## src/rtl/testdrive_axi_master_pkg.sv

```systemverilog
`default_nettype none
// ----------------------------------------------------------------------------
// testdrive_axi_master_pkg: shared types and constants for the AXI master engine
// Rev 1.0
// ----------------------------------------------------------------------------
package testdrive_axi_master_pkg;

  typedef enum logic [2:0] {
    ST_IDLE  = 3'd0,
    ST_AADDR = 3'd1,
    ST_WDATA = 3'd2,
    ST_WRESP = 3'd3,
    ST_RDATA = 3'd4,
    ST_FIN   = 3'd5
  } state_t;

  localparam logic [1:0] BURST_INCR  = 2'b01;
  localparam logic [1:0] RESP_OKAY   = 2'b00;
  localparam logic [1:0] RESP_SLVERR = 2'b10;

  function automatic logic [2:0] axsize(input int data_width);
    return 3'($clog2(data_width / 8));
  endfunction

endpackage
`default_nettype wire

```

## src/rtl/testdrive_axi_master_engine.sv

```systemverilog
`default_nettype none
// ----------------------------------------------------------------------------
// testdrive_axi_master_engine: single-outstanding AXI4 master, one INCR burst per command
// Rev 1.0
// ----------------------------------------------------------------------------
module testdrive_axi_master_engine
  import testdrive_axi_master_pkg::*;
#(
  parameter int C_THREAD_ID_WIDTH = 1,
  parameter int C_ADDR_WIDTH      = 32,
  parameter int C_DATA_WIDTH      = 32,
  parameter int C_ID              = 0
) (
  input  logic                           CLK,
  input  logic                           nRST,
  input  logic                           CMD_VALID,
  output logic                           CMD_READY,
  input  logic                           CMD_WRITE,
  input  logic [C_ADDR_WIDTH-1:0]        CMD_ADDR,
  input  logic [7:0]                     CMD_LEN,
  input  logic [C_DATA_WIDTH-1:0]        WR_DATA,
  input  logic                           WR_VALID,
  output logic                           WR_READY,
  output logic [C_DATA_WIDTH-1:0]        RD_DATA,
  output logic                           RD_LAST,
  output logic                           RD_VALID,
  input  logic                           RD_READY,
  output logic                           DONE,
  output logic [1:0]                     DONE_RESP,
  output logic                           CMD_ERR,
  output logic [C_THREAD_ID_WIDTH-1:0]   AWID,
  output logic [C_ADDR_WIDTH-1:0]        AWADDR,
  output logic [7:0]                     AWLEN,
  output logic [2:0]                     AWSIZE,
  output logic [1:0]                     AWBURST,
  output logic [1:0]                     AWLOCK,
  output logic [3:0]                     AWCACHE,
  output logic [2:0]                     AWPROT,
  output logic [3:0]                     AWREGION,
  output logic [3:0]                     AWQOS,
  output logic                           AWVALID,
  input  logic                           AWREADY,
  output logic [C_THREAD_ID_WIDTH-1:0]   WID,
  output logic [C_DATA_WIDTH-1:0]        WDATA,
  output logic [C_DATA_WIDTH/8-1:0]      WSTRB,
  output logic                           WLAST,
  output logic                           WVALID,
  input  logic                           WREADY,
  input  logic [C_THREAD_ID_WIDTH-1:0]   BID,
  input  logic [1:0]                     BRESP,
  input  logic                           BVALID,
  output logic                           BREADY,
  output logic [C_THREAD_ID_WIDTH-1:0]   ARID,
  output logic [C_ADDR_WIDTH-1:0]        ARADDR,
  output logic [7:0]                     ARLEN,
  output logic [2:0]                     ARSIZE,
  output logic [1:0]                     ARBURST,
  output logic [1:0]                     ARLOCK,
  output logic [3:0]                     ARCACHE,
  output logic [2:0]                     ARPROT,
  output logic [3:0]                     ARREGION,
  output logic [3:0]                     ARQOS,
  output logic                           ARVALID,
  input  logic                           ARREADY,
  input  logic [C_THREAD_ID_WIDTH-1:0]   RID,
  input  logic [C_DATA_WIDTH-1:0]        RDATA,
  input  logic [1:0]                     RRESP,
  input  logic                           RLAST,
  input  logic                           RVALID,
  output logic                           RREADY
);

  localparam int BYTES = C_DATA_WIDTH / 8;

  state_t                    state_q, state_d;
  logic [C_ADDR_WIDTH-1:0]   addr_q, addr_d;
  logic [7:0]                len_q, len_d;
  logic [7:0]                cnt_q, cnt_d;
  logic                      write_q, write_d;
  logic [1:0]                status_q, status_d;
  logic                      fault_q, fault_d;
  logic                      err_q, err_d;

  logic [16:0]               burst_end;
  logic                      crosses_4k;
  logic                      last_beat;
  logic                      unused_ok;

  // Byte offset within the 4 KB page plus burst size; anything past 4096 spills over.
  assign burst_end  = 17'(CMD_ADDR[11:0]) + (17'(CMD_LEN) + 17'd1) * 17'(BYTES);
  assign crosses_4k = burst_end > 17'd4096;
  assign last_beat  = cnt_q == 8'd0;
  assign unused_ok  = ^{BID, RID};

  always_ff @(posedge CLK or negedge nRST) begin
    if (!nRST) begin
      state_q  <= ST_IDLE;
      addr_q   <= '0;
      len_q    <= '0;
      cnt_q    <= '0;
      write_q  <= 1'b0;
      status_q <= RESP_OKAY;
      fault_q  <= 1'b0;
      err_q    <= 1'b0;
    end else begin
      state_q  <= state_d;
      addr_q   <= addr_d;
      len_q    <= len_d;
      cnt_q    <= cnt_d;
      write_q  <= write_d;
      status_q <= status_d;
      fault_q  <= fault_d;
      err_q    <= err_d;
    end
  end

  always_comb begin
    state_d  = state_q;
    addr_d   = addr_q;
    len_d    = len_q;
    cnt_d    = cnt_q;
    write_d  = write_q;
    status_d = status_q;
    fault_d  = fault_q;
    err_d    = 1'b0;
    case (state_q)
      ST_IDLE: begin
        if (CMD_VALID) begin
          addr_d   = CMD_ADDR;
          len_d    = CMD_LEN;
          write_d  = CMD_WRITE;
          cnt_d    = CMD_LEN;
          status_d = RESP_OKAY;
          fault_d  = 1'b0;
          if (crosses_4k) err_d = 1'b1;
          else            state_d = ST_AADDR;
        end
      end
      ST_AADDR: begin
        if (write_q ? AWREADY : ARREADY)
          state_d = write_q ? ST_WDATA : ST_RDATA;
      end
      ST_WDATA: begin
        if (WR_VALID && WREADY) begin
          if (last_beat) state_d = ST_WRESP;
          else           cnt_d   = cnt_q - 8'd1;
        end
      end
      ST_WRESP: begin
        if (BVALID) begin
          status_d = BRESP;
          state_d  = ST_FIN;
        end
      end
      ST_RDATA: begin
        if (RVALID && RD_READY) begin
          if (RRESP > status_q) status_d = RRESP;
          // A misplaced RLAST is sticky: the completion reports SLVERR regardless.
          if (RLAST != last_beat) fault_d = 1'b1;
          if (last_beat) state_d = ST_FIN;
          else           cnt_d   = cnt_q - 8'd1;
        end
      end
      ST_FIN:  state_d = ST_IDLE;
      default: state_d = ST_IDLE;
    endcase
  end

  assign CMD_READY = (state_q == ST_IDLE) && nRST;
  assign CMD_ERR   = err_q;
  assign DONE      = state_q == ST_FIN;
  assign DONE_RESP = (state_q == ST_FIN) ? (fault_q ? RESP_SLVERR : status_q) : RESP_OKAY;

  assign AWID     = C_THREAD_ID_WIDTH'(C_ID);
  assign AWADDR   = addr_q;
  assign AWLEN    = len_q;
  assign AWSIZE   = axsize(C_DATA_WIDTH);
  assign AWBURST  = BURST_INCR;
  assign AWLOCK   = 2'b00;
  assign AWCACHE  = 4'h0;
  assign AWPROT   = 3'b000;
  assign AWREGION = 4'h0;
  assign AWQOS    = 4'h0;
  assign AWVALID  = (state_q == ST_AADDR) && write_q;

  assign ARID     = C_THREAD_ID_WIDTH'(C_ID);
  assign ARADDR   = addr_q;
  assign ARLEN    = len_q;
  assign ARSIZE   = axsize(C_DATA_WIDTH);
  assign ARBURST  = BURST_INCR;
  assign ARLOCK   = 2'b00;
  assign ARCACHE  = 4'h0;
  assign ARPROT   = 3'b000;
  assign ARREGION = 4'h0;
  assign ARQOS    = 4'h0;
  assign ARVALID  = (state_q == ST_AADDR) && !write_q;

  assign WID      = C_THREAD_ID_WIDTH'(C_ID);
  assign WDATA    = WR_DATA;
  assign WSTRB    = '1;
  assign WVALID   = (state_q == ST_WDATA) && WR_VALID;
  assign WR_READY = (state_q == ST_WDATA) && WREADY;
  assign WLAST    = (state_q == ST_WDATA) && last_beat;
  assign BREADY   = state_q == ST_WRESP;

  assign RD_DATA  = RDATA;
  assign RD_VALID = (state_q == ST_RDATA) && RVALID;
  assign RD_LAST  = (state_q == ST_RDATA) && last_beat;
  assign RREADY   = (state_q == ST_RDATA) && RD_READY;

endmodule
`default_nettype wire

```

## config.mk

```make
export PLATFORM = sky130hd
export DESIGN_NAME = testdrive_axi_master_engine
export DESIGN_NICKNAME = d
export VERILOG_FILES = /design/src/rtl/testdrive_axi_master_pkg.sv /design/src/rtl/testdrive_axi_master_engine.sv
export SDC_FILE = /design/constraint.sdc
export NUM_CORES = 1
export LEC_CHECK = 0
export ABC_AREA = 0
export CELL_PAD_IN_SITES_DETAIL_PLACEMENT = 1
export CELL_PAD_IN_SITES_GLOBAL_PLACEMENT = 1
export CORE_MARGIN = 10
export CORE_UTILIZATION = 23
export DETAILED_ROUTE_END_ITERATION = 8
export PLACE_DENSITY = 0.92
export SLEW_MARGIN = 20
export SYNTH_ARGS = -nofsm -noshare
export SYNTH_HDL_FRONTEND = slang
export SYNTH_SLANG_ARGS = --single-unit
```

## constraint.sdc

```tcl
create_clock -name CLK -period 2.3 [get_ports CLK]
set_clock_uncertainty 0.15 [all_clocks]
set_input_delay 0.46 -clock CLK [delete_from_list [all_inputs] [get_ports CLK]]
set_output_delay 0.46 -clock CLK [all_outputs]
set_load 0.01 [all_outputs]
```

# Yosys cells after proc, flatten, opt, wreduce, memory -nomap -nowiden
# Index checks and enable logic that the tools add are counted.
# totals
wordCells	81
output_inout_bits	209
ff_bits	56
# classes
magnitude_cmp	2
muxes	30
n_reduce_logical	22
n_addsub	3
eq_ne	16
# op_table
cell	n
8-bit two-way mux	4
3-bit two-way mux	9
8-bit one-hot mux with 3 select lines	1
2-bit != test, second input constant	10
3-bit one-hot mux with 5 select lines	1
12-bit by 11-bit adder with 13-bit output	1
13-bit greater-than comparator, second input constant	1
2-bit two-way mux	6
1-bit logical AND	11
8-bit by 1-bit adder with 9-bit output, second input constant	1
8-bit zero test	1
4-bit AND reduction	2
8-bit AND reduction	1
8-bit by 1-bit subtractor with 8-bit output, second input constant	1
1-bit two-way mux	7
3-bit by 2-bit equality test with 1-bit output, second input constant	2
3-bit equality test, second input constant	2
2-bit one-hot mux with 3 select lines	1
3-bit nonzero test	2
5-bit AND reduction	1
3-bit by 1-bit equality test with 1-bit output, second input constant	1
3-bit zero test	1
2-bit greater-than comparator	1
1-bit one-hot mux with 2 select lines	1
other kinds (4)	4

# Logic depth before layout (Yosys ltp)
# logic_depth
ltp_word	6
mapped_depth	11
depth_no_buf	11

# Worst setup path after synthesis
# OpenSTA, ideal clock, no wires.
# synth_path
kind	input to register
startpoint	input port CMD_LEN[0]
endpoint	register err_q, in the netlist CMD_ERR
n_path_buf	0
t_arrival_ns	2.436
setup_time_ns	0.119
required_time_ns	2.031
path_slack_ns	-0.405
cell_stages	10
path_cell_list	ha_1 > nand3_1 > xnor2_1 > ha_1 > a21o_1 > a221o_1 > o311a_1 > o211ai_2 > a41oi_1 > and2_1
# synth_via
elab_chain_cells	6
# synth_rtl
item	line	rtl
start: declaration	testdrive_axi_master_engine.sv:20	input logic [7:0] CMD_LEN,
8-bit by 1-bit adder with 9-bit output	testdrive_axi_master_engine.sv:90	assign burst_end = 17'(CMD_ADDR[11:0]) + (17'(CMD_LEN) + 17'd1) * 17'(BYTES);
12-bit by 11-bit adder with 13-bit output	testdrive_axi_master_engine.sv:90	
13-bit greater-than comparator	testdrive_axi_master_engine.sv:91	assign crosses_4k = burst_end > 17'd4096;
1-bit two-way mux	testdrive_axi_master_engine.sv:135	if (crosses_4k) err_d = 1'b1;
1-bit two-way mux	testdrive_axi_master_engine.sv:128	if (CMD_VALID) begin
1-bit two-way mux	testdrive_axi_master_engine.sv:126	case (state_q)
named net err_d	testdrive_axi_master_engine.sv:82	logic err_q, err_d;
end signal: assignment	testdrive_axi_master_engine.sv:113	err_q <= err_d;
end: declaration	testdrive_axi_master_engine.sv:82	
# The timed path passes the listed nets, and every way through them passes these cells.
# A chain may end at the register's enable or synchronous reset.

# Final worst setup path
# layout_path
startpoint	input port CMD_LEN[1]
endpoint	register err_q, in the netlist CMD_ERR
# The elaborated chain is that of the path after synthesis.

==> metrics.txt <==
run status=complete, but fails checks; violated checks=negative setup slack; fillers=2223; part of the power in the clock network=11.4%; drc violations=0; Worst path slowest cell=o311a_1; max frequency=0.396 GHz; CTS tree=done; max-capacitance violation count=0; synthesized cell area=4320 um^2; HP Class=in -> async; first-pass GRT wire length=23000 um; Post-synth EDFFs=0; Die H=157 um; Crit Path Class=in -> reg; flop and latch count out of synthesis=56; Power Dens Cells=1140 nW/um^2; mux cell area share after synthesis=1.22%; layout cells sized above 1=19.8%; Mean Syn Cell Area=8.07 um^2; CTS buffer count=5; Sink Count=56; Mapped Cells=535; Hold Buf Count CTS=0; post-synth top area share=32.5%; Initial Utilization=23.2%; CP max stage delay=0.38 ns; Final ANT Viol Nets=0; CP startpoint kind=input pin; Overall Global Routing Usage=11.7%; async set or reset register ratio after synthesis=100%; Warnings, synthesis=0; most frequent cells in the layout=141 x nand2_1, 127 x clkdlybuf4s50_1, 65 x buf_4, 55 x dfrtp_1, 51 x conb_1; HPWL Detailed=12400 um; VDD IR max=0.309 mV; final WL=15700 um; std cell rows=50; Fin. Hold Viols=0; clk buf depth=2; Clk Latency, worst-skew pair=0.30 ns; min cycle time layout=2.52 ns; Seq pwr share=27.7%; unrepaired setup endpoints after global routing=yes; core area=18600 um^2; main area contributors after synthesis=dfrtp_1 32%, buf_4 27%, nand2_1 12%; grt ovf=0; clock transition at the registers of the reported paths=0.08 ns; root buf cell=clkbuf_16; Post-Synth Adder-Cell Area=4.81%; area of the multi-input gates=2070 um^2; worst path cell trace=buf_8 -> and3_4 -> nand3_4 -> xnor2_2 -> ha_1 -> and3_4 -> a221o_1 -> o311a_1 -> o211ai_2 -> a41oi_2 -> and2_1; Avg WL per Cell=17.9 um; P_leak=0.00285 uW; largest net degree at the start of global routing=57; Area Growth Syn to Fin=38.2%; register area=1400 um^2; Max Transition Viols Final=0; Yosys cell types=49; routed vias/inst=4.34; setup TNS=-0.855 ns; Sw Share=40.8%; Starting DRT DRC Count=52; Slew headroom=49.6%; commonest non-fill, non-tap cell in the layout=nand2_1; port bufs=149; Buf+Inv Stages, Crit Path=1; Setup-failing EPs final=6; I/O pin count=331; Net Switching=2790 uW; ys flop type=dfrtp_1; total power=6830 uW; Critical Path AT=2.57 ns; worst-margin pin slew=0.756 ns; most used cell, CP=and3_4; CP top delay family=compound AO/OA/AOI/OAI gates; Max Fanout on Critical Path=3; H-tree depth=2; Placer Congestion=0.818; Combinational Power Share=60.9%; PnR worst setup slack=-0.223 ns; vias in the first global route=4202; Synth Area in Compound Gates=9.57%; area leader, netlist=dfrtp_1; fin crit share=110%; initial antenna violation count=1; Die Area=24600 um^2; largest family of logic cells by synthesized area=buffers and inverters; Int Pwr=4040 uW; Req. time, crit path=2.34 ns; element type at the critical path end=flop; Vias=3811; post-synthesis sequential area ratio=32.5%; die width=157 um; fin nets=780; First-pass DRT Iterations=4; XOR/XNOR Fraction of Synth Area=2.03%; simple-gate share of the synthesized area=20.8%
[kinds of logic (layout without fill, tap and decap cells)]
group	count (synthesis)	count (layout)
AO/OA/AOI/OAI	65	65
XOR/XNOR	10	10
adder cells (fa/ha/maj)	16	16
buffers and inverters	176	235
flip-flops	56	56
multiplexers	5	5
other	2	52
AND/OR/NAND/NOR	205	205
[what timing repair did]
item / 4_1_cts / 5_1_grt
gates cloned: 0 / 0
gates resized for setup: 81 / 27
setup buffers: 10 / 6
endpoints found under the setup margin: 16 / 23
pin swaps: 17 / 12
[final cells by class]
type	count	area share, %
multi-input combinational	352	34.7
timing repair buffer	220	33.9
sequential	56	23.5
tap	234	4.91
clock buffer	6	2.16
inverter	7	0.440
clock inverter	2	0.273
antenna	1	0.0419
[power by group through the flow]
stage	Sequential [uW]	Clock (uW)	Combinational [uW]
floorplan	1960	0	2100
global placement	1870	0	3840
detailed placement	1900	0	3990
CTS	1910	807	4070
global route	1970	855	4520
finish	1890	780	4150
[per-stage QoR]
stage | cells | worst slack [ns] | util [%] | area (um^2) | hold WS (ns)
2_1_floorplan | 584 | -0.361 | - | 4520 | 0.0144
4_1_cts | 873 | -0.183 | 31.6 | 5870 | 0.246
3_3_place_gp | 855 | -1.05 | 29.6 | 5500 | 0.330
3_5_place_dp | 855 | -1.22 | 29.6 | 5500 | 0.344
5_1_grt | 878 | -0.273 | 32.1 | 5970 | 0.267
6_report | 878 | -0.223 | 32.1 | 5970 | 0.190
[synth_stat cells (3+ instances only)]
master     instances
inv_1              7
mux2i_1            3
nand2b_1           4
o2bb2ai_1          3
nand3_1            7
o21ai_0           16
and2_1             5
and3_1             8
buf_4            155
ha_1              15
nand2_1          143
dfrtp_1           56
nand3b_1           3
clkbuf_1           8
nor2_1            17
nor3_1             4
xnor2_1            8
buf_2              6
a31oi_1            3
a21oi_1           21
o211ai_1           3
[state kept, by name, indices dropped and copies added, names as in the netlist]
signal / count
ARADDR: 32
ARLEN: 8
cnt_q: 8
state_q: 3
status_q: 2
CMD_ERR: 1
fault_q: 1
write_q: 1
[path summary, 6_finish.rpt]
check / slack (ns) / end / start / depth (start not counted)
setup / recovery: -0.22 / CMD_ERR$_DFF_PN0_ / CMD_LEN[1] / 11
hold / removal: 0.19 / ARADDR[15]$_DFFE_PN0P_ / nRST / 2
setup reg to reg: -0.06 / state_q[0]$_DFFE_PN0P_ / cnt_q[1]$_DFFE_PN0P_ / 11
max in group asynchronous: 1.26 / state_q[2]$_DFFE_PN0P_ / nRST / 2
hold reg to reg: 0.36 / ARADDR[1]$_DFFE_PN0P_ / ARADDR[1]$_DFFE_PN0P_ / 2
min in group CLK: 0.29 / ARADDR[2]$_DFFE_PN0P_ / CMD_ADDR[2] / 3
[routing by layer]
layer  vias up  GRT usage, %  share of wire, %
met5         -             0                 0
met4         0          5.44               4.0
met3        52          2.59               7.3
met1      1829          12.1                37
li1       1757             -                 -
met2       173          22.1                52
No activity file was read; power rests on OpenSTA's default activity.
